`src/rtl/dmem_arbiter.sv`:
```
// dmem_arbiter: round-robin two-port arbiter sequencing one-cycle accesses to a single-ported data memory
module dmem_arbiter #(
  parameter int DATA_W = 32,
  parameter int ADDR_W = 32,
  parameter int DEPTH  = 256
) (
  input  logic              clk,
  input  logic              rst_n,
  input  logic              req0,
  input  logic              req1,
  input  logic              we0,
  input  logic              we1,
  input  logic [ADDR_W-1:0] addr0,
  input  logic [ADDR_W-1:0] addr1,
  input  logic [DATA_W-1:0] wdata0,
  input  logic [DATA_W-1:0] wdata1,
  output logic              ack0,
  output logic              ack1,
  output logic [DATA_W-1:0] rdata0,
  output logic [DATA_W-1:0] rdata1,
  output logic              err0,
  output logic              err1,
  output logic              busy,
  output logic              mem_mr,
  output logic              mem_mw,
  output logic [ADDR_W-1:0] mem_addr,
  output logic [DATA_W-1:0] mem_wdata,
  input  logic [DATA_W-1:0] mem_rdata
);
  typedef enum logic [1:0] {IDLE, ACCESS, RESP} state_t;
  state_t state, state_nx;
  logic win, last_grant, we_q, err_q;
  logic any_req, gnt, g_we, g_err;
  logic [ADDR_W-1:0] g_addr;
  logic [DATA_W-1:0] g_wdata, rd;
  always_comb begin
    any_req  = req0 | req1;
    gnt      = (req0 & req1) ? ~last_grant : req1;
    g_we     = gnt ? we1 : we0;
    g_addr   = gnt ? addr1 : addr0;
    g_wdata  = gnt ? wdata1 : wdata0;
    g_err    = g_addr >= ADDR_W'(DEPTH);
    state_nx = state == IDLE   ? (any_req ? (g_err ? RESP : ACCESS) : IDLE) :
               state == ACCESS ? RESP : IDLE;
  end
  always_ff @(posedge clk or negedge rst_n) begin
    if (!rst_n) begin
      state      <= IDLE;
      win        <= 1'b0;
      last_grant <= 1'b1;
      we_q       <= 1'b0;
      err_q      <= 1'b0;
      mem_addr   <= '0;
      mem_wdata  <= '0;
    end else begin
      state <= state_nx;
      if (state == IDLE && any_req) begin
        win        <= gnt;
        last_grant <= gnt;
        we_q       <= g_we;
        err_q      <= g_err;
        // rejected addresses never reach the memory bus
        if (!g_err) begin
          mem_addr  <= g_addr;
          mem_wdata <= g_wdata;
        end
      end
    end
  end
  always_comb begin
    busy   = state != IDLE;
    mem_mr = (state == ACCESS) & ~we_q;
    mem_mw = (state == ACCESS) & we_q;
    ack0   = (state == RESP) & ~win;
    ack1   = (state == RESP) & win;
    err0   = ack0 & err_q;
    err1   = ack1 & err_q;
    rd     = (state == RESP && !we_q && !err_q) ? mem_rdata : '0;
    rdata0 = win ? '0 : rd;
    rdata1 = win ? rd : '0;
  end
endmodule

```
`config.mk`:
```
export PLATFORM = sky130hd
export DESIGN_NAME = dmem_arbiter
export DESIGN_NICKNAME = d
export VERILOG_FILES = /design/src/rtl/dmem_arbiter.sv
export SDC_FILE = /design/constraint.sdc
export NUM_CORES = 1
export LEC_CHECK = 0
export BUFFER_PORTS_ARGS = -buffer_cell sky130_fd_sc_hd__buf_4
export CORE_AREA = 2 2 116 118
export CTS_BUF_LIST = sky130_fd_sc_hd__clkbuf_8
export CTS_CLUSTER_DIAMETER = 80
export DETAILED_ROUTE_END_ITERATION = 6
export DIE_AREA = 0 0 118 120
export SETUP_SLACK_MARGIN = 0.4
export SYNTH_ARGS = -nofsm -noshare
export SYNTH_HDL_FRONTEND = slang
export SYNTH_SLANG_ARGS = --single-unit
```
`constraint.sdc`:
```
create_clock -name clk -period 3.61 [get_ports clk]
set_input_delay 0 -clock clk [delete_from_list [all_inputs] [get_ports clk]]
set_output_delay 0 -clock clk [all_outputs]
set_load 0.1 [all_outputs]
```
Word-level counts from Yosys, hierarchy flattened
Index checks and enable logic that the tools add are counted.
W data, S select, Z words.
{ "totals": {"reg_bits": 70, "in_bits": 166, "output_inout_bits": 135} }
{ "classes": {"order_cmp": 1, "n_eq_ne": 2, "mux": 11, "bitwise_logic": 12, "n_reduce_logical": 8} }
{ "ops": {"columns": ["operator", "count"], "rows": [
  ["$mux W32", 5],
  ["$ge A32 B9 Y1 const B", 1],
  ["$mux W2", 4],
  ["$and A1 B1 Y1", 7],
  ["$not A1 Y1", 4],
  ["$logic_and A1 B1 Y1", 3],
  ["$eq A2 B1 Y1 const B", 1],
  ["$eq A2 B2 Y1 const B", 1],
  ["$logic_not A1 Y1", 2],
  ["$logic_not A2 Y1", 1],
  ["$mux W1", 2],
  ["$reduce_and A2 Y1", 1],
  ["$reduce_bool A2 Y1", 1],
  ["$or A1 B1 Y1", 1]
]} }

Logic depth before layout (Yosys ltp)
{ "depth": {"ltp_word": 7, "ltp_mapped": 6, "depth_no_buf": 5} }

Worst setup path after synthesis
Ideal clock, no wire load.
{ "synth_path": {"path_kind": "flip-flop to output port", "from": "register state[0]", "to": "output port rdata0[10]", "t_arrival_ns": 4.158, "path_slack_ns": -0.548, "stages_incl_launch_ff": 5, "n_path_buf": 1, "cell_sequence": "dfrtp_1 -> nor3b_1 -> nor3b_1 -> clkbuf_1 -> and2_1"} }
{ "synth_via": {"elab_chain_len": 5} }
{ "synth_rtl": {"columns": ["item", "line_no", "rtl"], "rows": [
  ["start: declaration", "31", "state_t state, state_nx;"],
  ["start signal: assignment", "56", "state <= state_nx;"],
  ["$eq A2 B2 Y1", "78", "rd = (state == RESP && !we_q && !err_q) ? mem_rdata : '0;"],
  ["$logic_and A1 B1 Y1 (2 in series)", "78", null],
  ["$mux W32", "78", null],
  ["$mux W32", "79", "rdata0 = win ? '0 : rd;"],
  ["end: declaration", "19", "output logic [DATA_W-1:0] rdata0,"]
]} }
Every way passes these cells.

Worst setup path in the final report
{ "layout_path": {"from": "register last_grant", "to": "register mem_wdata[16]"} }
{ "layout_via": {"elab_chain_len": 6} }
{ "layout_rtl": {"columns": ["item", "line_no", "rtl"], "rows": [
  ["start: declaration", "32", "logic win, last_grant, we_q, err_q;"],
  ["start signal: assignment", "59", "last_grant <= gnt;"],
  ["$not A1 Y1 (*)", "38", "gnt = (req0 & req1) ? ~last_grant : req1;"],
  ["$mux W1 (*)", "38", null],
  ["$mux W32", "40", "g_addr = gnt ? addr1 : addr0;"],
  ["$ge A32 B9 Y1", "42", "g_err = g_addr >= ADDR_W'(DEPTH);"],
  ["$not A1 Y1 (no line)", null, null],
  ["$reduce_and A2 Y1 (no line)", null, null],
  ["end signal: assignment", "65", "mem_wdata <= g_wdata;"],
  ["end: declaration", "27", "output logic [DATA_W-1:0] mem_wdata,"]
]} }
Mark *: on every way between the ends. The rest lies on a longest branch, timed or not.
A chain may end at the register's enable or synchronous reset.

==> impl_metrics.json <==
{
  "status": "finished, final reports clean",
  "tightest_slew_ns": 0.914,
  "netlist_area_sq_um": 3710,
  "dr_total_vias": 3484,
  "crit_slowest_cell": "dfstp_2",
  "cts_setup_buffers": 0,
  "cts.path.max_buffers": 2,
  "p_clk_share_pct": 34.4,
  "grt_pass1_wl_mm": 18.9,
  "initial_core_util_pct": 28.6,
  "worstPathRequired_ns": 3.83,
  "grt_remaining_overflow": 0,
  "slew_headroom_pct": 39.0,
  "placed_area_sq_um": 6140,
  "p_total_mw": 1.85,
  "fin_cells": 807,
  "setup_violations": 0,
  "p_int_mw": 1.36,
  "grtUsageMet3_pct": 5.89,
  "seqPwrFrac_pct": 43.6,
  "drv_cap": 0,
  "cts.sinks": 70,
  "hpwl_mm": 9.36,
  "max_stage_delay_ns": 0.57,
  "h-tree-depth": 3,
  "fin_nets": 792,
  "syn2layout_area_growth_pct": 78.2,
  "use_met2_pct": 30.4,
  "clk_pin_slew_ns": 0.08,
  "cp_max_fo": 64,
  "max_freq_mhz": 396,
  "die_y_microns": 120,
  "grt_usage_pct": 17.0,
  "coreArea_sq_um": 13000,
  "hold_viol": 0,
  "cts-root-buf": "clkbuf_8",
  "maxSlewViolCount": 0,
  "drc": 0,
  "grt_use_met1_pct": 18.8,
  "cts_tree": "built",
  "crit_path_start_kind": "register",
  "p_comb_share_pct": 22.0,
  "ios": 301,
  "switchingPower_mw": 0.491,
  "rsz0062_at_grt": "false",
  "min_period_over_period_pct": 69.9,
  "drt_iter0_markers": 122,
  "dieArea_sq_um": 14200,
  "final.setup_skew_ns": 0.0142,
  "gp_congestion": 0.846,
  "numCtsBuffers": 9,
  "fillers": 1185,
  "drtPass1Iterations": 4,
  "worst_slack_ns": 1.08,
  "hold_path_class": "input port to register",
  "min_period_ns": 2.53,
  "worstSetupPathType": "register to register",
  "p_leak_nw": 3.61,
  "cp.arrival_ns": 2.74,
  "ys_warn_count": 0,
  "final_cell_mix": "304 x buf_4, 90 x and2_1, 69 x dfrtp_1",
  "crit_path_end_kind": "register",
  "grt_max_degree": 71,
  "antennaDiodeCount": 0,
  "wl_per_cell_microns": 15.1,
  "clk_latency_ns": 0.34,
  "layout_commonest_cell": "buf_4",
  "postSynthCellCount": 299,
  "p_sw_share_pct": 26.5,
  "drive_gt1_share_pct": 64.0,
  "drt_wl_total_mm": 12.2,
  "pre_cts_ws_ns": 1.08,
  "synth_nets": 465,
  "path_cells": "a21boi_4 > buf_4 > o32ai_4 > nand2_4 > mux2_4",
  "ys_types": 25,
  "ys_seq_area_share_pct": 47.2,
  "final_area_sq_um": 6620,
  "syn_area_per_cell_sq_um": 12.4,
  "die_x_microns": 118,
  "via_per_inst": 4.32,
  "antenna_left": 0,
  "ys_seq_elements": 70,
  "grt_pass1_vias": 3567,
  "port-buffer-count": 300,
  "top_usage_layer": "met2",
  "antenna_found_initial": 0,
  "std_cell_rows": 42,
  "peakVddDrop_mv": 0.180,
  "setup_tns_ns": 0,
  "p_per_area_nw_per_um2": 280,
  "placedCellCount": 763
}
-- final cells by class --
type	count	area, sq um	area share [%]
Timing Repair Buffer	332	2560	38.7
Multi-Input combinational cell	210	1870	28.3
Sequential cell	70	1750	26.5
Tap cell	176	220	3.33
Clock buffer	10	138	2.08
Clock inverter	6	61.3	0.926
Inverter	3	11.3	0.170
-- cells in the mapped netlist, drive strengths merged --
| cell type | n | area [sq um] |
|---|---|---|
| a21oi | 4 | 20.0 |
| dfrtp | 69 | 1730 |
| o32ai | 1 | 27.5 |
| o21a | 1 | 7.51 |
| and3b | 1 | 8.76 |
| a31oi | 3 | 18.8 |
| nand2b | 1 | 6.26 |
| nand2 | 2 | 15.0 |
| o21ai | 2 | 10.0 |
| a21boi | 1 | 18.8 |
| mux2i | 3 | 30.0 |
| inv | 3 | 11.3 |
| nand3 | 1 | 5.00 |
| and2 | 90 | 563 |
| nor2 | 6 | 22.5 |
| nor3b | 3 | 22.5 |
| nand4 | 2 | 12.5 |
| nor4 | 12 | 75.1 |
| dfstp | 1 | 26.3 |
| buf | 5 | 50.0 |
| mux2 | 77 | 995 |
| clkbuf | 11 | 41.3 |
-- sequential cells by signal, summed over array words and instances, names as in the netlist --
| name | flops |
|---|---|
| mem_addr | 32 |
| state | 2 |
| err_q | 1 |
| last_grant | 1 |
| win | 1 |
| mem_wdata | 32 |
| we_q | 1 |
-- metrics by stage --
step	util (%)	hold WS (ns)
floorplan	-	-0.296
global placement	47.3	0.175
detailed placement	47.3	0.187
CTS	51.0	0.000417
global route	51.0	0.00215
finish	51.0	0.0197
-- worst max-delay path, delay by kind of cell, from the launching register on --
family	cells	cell delay [ns]
mux	1	0.50
buf+inv	1	0.23
compound gates	2	0.50
flops	1	0.57
simple gates	1	0.56
-- power groups by stage --
stage          logic (mW)  registers [mW]  clock network (mW)
2_1_floorplan       0.179           0.820                   0
3_3_place_gp        0.368           0.822                   0
3_5_place_dp        0.373           0.823                   0
4_1_cts             0.410           0.807               0.658
5_1_grt             0.438           0.810               0.690
6_report            0.407           0.808               0.636
-- worst paths after layout --
kind                            slack (ns)         start       endpoint  cells past startpoint
max in group asynchronous             2.70         rst_n   mem_addr[20]                      2
worst max register to register        1.08    last_grant  mem_wdata[16]                      5
min in group asynchronous             0.33         rst_n   mem_addr[15]                      2
worst min register to register        0.49  mem_addr[26]   mem_addr[26]                      1
worst min-delay path                  0.02    wdata1[18]  mem_wdata[18]                      3
worst max-delay path                  1.08    last_grant  mem_wdata[16]                      5
-- kinds of logic (layout without fill, tap and decap cells) --
family          after synthesis  after routing  synth area share [%]
mux                          80             80                  27.6
simple gates                118            118                  19.7
compound gates               12             12                  2.76
buf+inv                      19            351                  2.76
flops                        70             70                  47.2
-- per-layer routing --
| layer | up-vias | part of all wire, % |
|---|---|---|
| li1 | 1674 | - |
| met1 | 1620 | 38 |
| met2 | 177 | 51 |
| met3 | 13 | 8.7 |
| met4 | 0 | 2.1 |
| met5 | - | 0 |
-- repair_timing --
item,in CTS,in global routing
hold endpoints to repair,86,0
hold buffers,28,0
gates resized for setup,0,0
(Power assumes the default switching activity.)
